===== src/rtl/model_read_weighting_scheduler.sv =====
// Sequences the DNC read-weighting passes w = pi1*b + pi2*c + pi3*f per read head
// over one shared vector multiplier and one shared vector adder.
module model_read_weighting_scheduler #(
  parameter int DATA_SIZE    = 64,
  parameter int CONTROL_SIZE = 64
) (
  input  logic                    CLK,
  input  logic                    RST,
  input  logic                    START,
  output logic                    READY,
  output logic                    BUSY,
  input  logic [DATA_SIZE-1:0]    SIZE_R_IN,
  input  logic [DATA_SIZE-1:0]    SIZE_N_IN,
  output logic [DATA_SIZE-1:0]    SIZE_N_OUT,
  output logic                    MUL_START,
  input  logic                    MUL_READY,
  output logic                    ADD_START,
  input  logic                    ADD_READY,
  output logic [1:0]              OPERAND_SEL,
  output logic                    ACC_CLEAR,
  output logic [CONTROL_SIZE-1:0] INDEX_I,
  output logic [1:0]              INDEX_P,
  output logic                    ROW_VALID
);

  // state    | meaning
  // IDLE     | waiting for START
  // MUL_GO   | multiplier start pulse for term p
  // MUL_WAIT | waiting for multiplier done
  // ADD_GO   | adder start pulse, accumulate term p
  // ADD_WAIT | waiting for adder done
  // DONE     | run finished, READY pulse issued on exit
  typedef enum logic [2:0] {
    S_IDLE, S_MUL_GO, S_MUL_WAIT, S_ADD_GO, S_ADD_WAIT, S_DONE
  } state_t;

  localparam int CMP_W = (DATA_SIZE > CONTROL_SIZE) ? DATA_SIZE : CONTROL_SIZE;

  state_t               state;
  logic [DATA_SIZE-1:0] size_r;
  logic [CMP_W-1:0]     next_i_ext;
  logic [CMP_W-1:0]     size_r_ext;

  assign next_i_ext = CMP_W'(INDEX_I) + CMP_W'(1);
  assign size_r_ext = CMP_W'(size_r);

  always_ff @(posedge CLK or posedge RST) begin
    if (RST) begin
      state       <= S_IDLE;
      size_r      <= '0;
      SIZE_N_OUT  <= '0;
      READY       <= 1'b0;
      BUSY        <= 1'b0;
      MUL_START   <= 1'b0;
      ADD_START   <= 1'b0;
      OPERAND_SEL <= 2'd0;
      ACC_CLEAR   <= 1'b0;
      INDEX_I     <= '0;
      INDEX_P     <= 2'd0;
      ROW_VALID   <= 1'b0;
    end else begin
      MUL_START <= 1'b0;
      ADD_START <= 1'b0;
      ROW_VALID <= 1'b0;
      READY     <= 1'b0;
      // Head index advances one cycle after ROW_VALID so the pulse carries the finished row.
      if (ROW_VALID)
        INDEX_I <= INDEX_I + CONTROL_SIZE'(1);
      case (state)
        S_IDLE: begin
          if (START) begin
            size_r      <= SIZE_R_IN;
            SIZE_N_OUT  <= SIZE_N_IN;
            INDEX_I     <= '0;
            INDEX_P     <= 2'd0;
            BUSY        <= 1'b1;
            if (SIZE_R_IN == '0) begin
              state <= S_DONE;
            end else begin
              state       <= S_MUL_GO;
              MUL_START   <= 1'b1;
              OPERAND_SEL <= 2'd0;
            end
          end
        end
        S_MUL_GO: state <= S_MUL_WAIT;
        S_MUL_WAIT: begin
          if (MUL_READY) begin
            state     <= S_ADD_GO;
            ADD_START <= 1'b1;
            ACC_CLEAR <= (INDEX_P == 2'd0);
          end
        end
        S_ADD_GO: state <= S_ADD_WAIT;
        S_ADD_WAIT: begin
          if (ADD_READY) begin
            ACC_CLEAR <= 1'b0;
            if (INDEX_P != 2'd2) begin
              INDEX_P     <= INDEX_P + 2'd1;
              OPERAND_SEL <= INDEX_P + 2'd1;
              MUL_START   <= 1'b1;
              state       <= S_MUL_GO;
            end else begin
              ROW_VALID <= 1'b1;
              INDEX_P   <= 2'd0;
              if (next_i_ext == size_r_ext) begin
                state <= S_DONE;
              end else begin
                OPERAND_SEL <= 2'd0;
                MUL_START   <= 1'b1;
                state       <= S_MUL_GO;
              end
            end
          end
        end
        S_DONE: begin
          READY <= 1'b1;
          BUSY  <= 1'b0;
          state <= S_IDLE;
        end
        default: state <= S_IDLE;
      endcase
    end
  end

endmodule


===== config.mk =====
export PLATFORM = sky130hd
export DESIGN_NAME = model_read_weighting_scheduler
export DESIGN_NICKNAME = d
export VERILOG_FILES = /design/src/rtl/model_read_weighting_scheduler.sv
export SDC_FILE = /design/constraint.sdc
export NUM_CORES = 1
export LEC_CHECK = 0
export ABC_AREA = 1
export BUFFER_PORTS_ARGS = -buffer_cell sky130_fd_sc_hd__clkbuf_2
export CORE_MARGIN = 2
export CORE_UTILIZATION = 55
export CTS_CLUSTER_SIZE = 14
export DETAILED_ROUTE_END_ITERATION = 7
export PLACE_DENSITY = 0.8
export SLEW_MARGIN = 40
export SYNTH_ARGS = -nofsm -noshare
export SYNTH_HDL_FRONTEND = slang
export SYNTH_SLANG_ARGS = --single-unit

===== constraint.sdc =====
create_clock -name CLK -period 9.15 [get_ports CLK]
set_input_delay 2.745 -clock CLK [delete_from_list [all_inputs] [get_ports CLK]]
set_output_delay 2.745 -clock CLK [all_outputs]
set_load 0.1 [all_outputs]

==> metrics.txt <==
worst endpoint required time=9.54 ns; placed inst area=13,470 um^2; largest net degree at the start of global routing=134; number of synthesized flops with an enable pin=0; H-tree depth=1; cts bufs inserted=23; non-filler cells, final=2,232; Final Max Tran Viols=0; share of layout cells above drive strength 1=18.67%; GR Overflow Total=0; Routability Congestion=0.9430; Crit Path Max Fanout=95; Fin Setup TNS=0 ns; Mapped Area=11,890 um^2; row cnt=53; Root Driver=clkbuf_16; worst path arrival time=5.26 ns; Tcrit/Tclk final=53.20%; die height=151.0 um; GRT Overall Usage=33.06%; Max IR drop VDD=494.8 uV; placed cells=2,189; antenna violations before repair=2; Startpoint Class=primary input; Synthesis Warnings=0; ANT nets after route=0; vias in the first global route=11.45k; CTS tree=done; post-layout min period=4.868 ns; Post-CTS Resized=0; cts hold-fix bufs=0; worst min-delay path class=register to register; RSZ-0062 raised after global routing=false; Mapped Cells=1,687; Synth async-reset ratio=100.0%; fin util=67.49%; max-cap viol count=0; Setup Slack @ Placement=3.794 ns; first-pass GRT wire length=58,730 um; deepest clock path buffer count=3; # nets final=2,073; most frequent cells in the layout=nand2_1 (719), clkbuf_2 (270), dfrtp_1 (204), inv_1 (178), nor2_1 (147); final instance area=14,230 um^2; Pleak=7.680 nW; CP Capture Type=register; setup bufs post-CTS=0; IO Count=271; Final Hold Violating Endpoints=0; Initial Util=56.38%; Post-route DRC=0; Max Clock Skew=0.02366 ns; final setup vio count=0; Pwr Total=4.433 mW; Power Density=311.4 nW/um^2; Mean Syn Cell Area=7.047 um^2; clk_lat worst skew=0.54 ns; dpl hpwl=28,190 um; Routed WL per cell=16.84 um; status=complete, no violations; number of port buffers=270; synth-to-layout area growth=19.71%; critical path type=primary input to register; Seq cells post-synth=205; post-synthesis sequential area ratio=43.15%; Pre-Repair DR Iteration Count=6; Rel. slew slack=45.70%; fin worst setup slack=4.282 ns; initial drt markers=844; most common cell after layout, fill and taps aside=nand2_1; via count=12.00k; core area=21,090 um^2; Horiz. Die Dim=151.0 um; CTS Sinks=205; Mapped Nets=1,821; Unique masters post-synth=35; Clock Pin Slew Worst Setup and Hold Paths=0.06 ns; Fmax=205.4 MHz; Routed WL=37,580 um; Tightest Pin Transition=0.8146 ns; Via density=5.377; Most used DFF post-synth=dfrtp_1; Hold WS=0.4705 ns; Die Area=22,810 um^2
==> synthesized netlist by cell type (4+ instances only) <==
master    count  area, um^2
xor2_1       11       96.34
nand2_4       5       56.30
nand3b_1     14       105.1
nor2_1      148       555.5
inv_2         4       15.01
a21oi_1       8       40.04
nand3_1     123       615.6
nor2_2       12       75.07
xnor3_1       6       135.1
o21ai_1      12       60.06
nor2_4        9       101.4
buf_1         4       15.01
o21ai_0      50       250.2
o211ai_1     57       427.9
inv_1       179       671.9
nand2_2      11       68.82
clkbuf_1     43       161.4
xor3_1        6       142.6
nand2_1     719        2699
nor4_1       17       106.4
xnor2_1       6       52.55
nand4_1      16       100.1
dfrtp_1     205        5130
==> report_power, final <==
| part | internal, mW | total, mW | switching, mW |
|---|---|---|---|
| clock network | 0.550 | 0.931 | 0.382 |
| registers | 1.20 | 1.41 | 0.208 |
| logic | 0.410 | 2.09 | 1.68 |
==> worst max-delay path, stage by stage <==
cell,delay [ns]
clkbuf_2,0.08
inv_1,0.10
nor2_4,0.05
buf_4,0.33
inv_6,0.64
buf_4,0.71
nand2_1,0.22
nand4_1,0.15
o21ai_0,0.09
==> routing by layer <==
metal / vias up / GRT usage, % / share of wire (%)
met2: 512 / 56.02 / 48
met5: - / 0 / 0
li1: 5829 / - / -
met3: 92 / 5.542 / 7.4
met1: 5568 / 41.83 / 40
met4: 0 / 14.39 / 4.7
==> path summary, 6_finish.rpt <==
check,start,end,slack (ns),cells after the start
max,START,INDEX_P[0],4.28,9
min,SIZE_N_OUT[61],SIZE_N_OUT[61],0.47,2
max reg2reg,state[0],OPERAND_SEL[0],5.73,11
min reg2reg,SIZE_N_OUT[61],SIZE_N_OUT[61],0.47,2
max in group asynchronous,RST,size_r[18],5.67,3
min in group asynchronous,RST,SIZE_N_OUT[29],2.35,2
==> area by class of cell <==
class                           instances  area (um^2)
Multi-Input combinational cell       1250         5888
Inverter                              184        708.2
Clock buffer                           35        690.7
Antenna cell                            2        5.005
Clock inverter                          6        70.07
Timing Repair Buffer                  275         1393
Fill cell                            1859         6855
Tap cell                              275        344.1
Sequential cell                       205         5134
==> kinds of logic after synthesis <==
logic type | Yosys count | synth area share [%]
AND/OR/NAND/NOR | 1087 | 38.81
buffers and inverters | 232 | 7.388
flip-flops | 205 | 43.15
AO/OA/AOI/OAI | 133 | 6.956
XOR/XNOR | 29 | 3.589
adder cells (fa/ha/maj) | 1 | 0.1052
==> flip-flops by register name, indices dropped and copies added, names as in the netlist, 2 cells and up <==
name and count:
INDEX_P 2, INDEX_I 64, size_r 64, OPERAND_SEL 2, state 3, SIZE_N_OUT 64
Note: power is estimated with default switching activity, not from simulation.
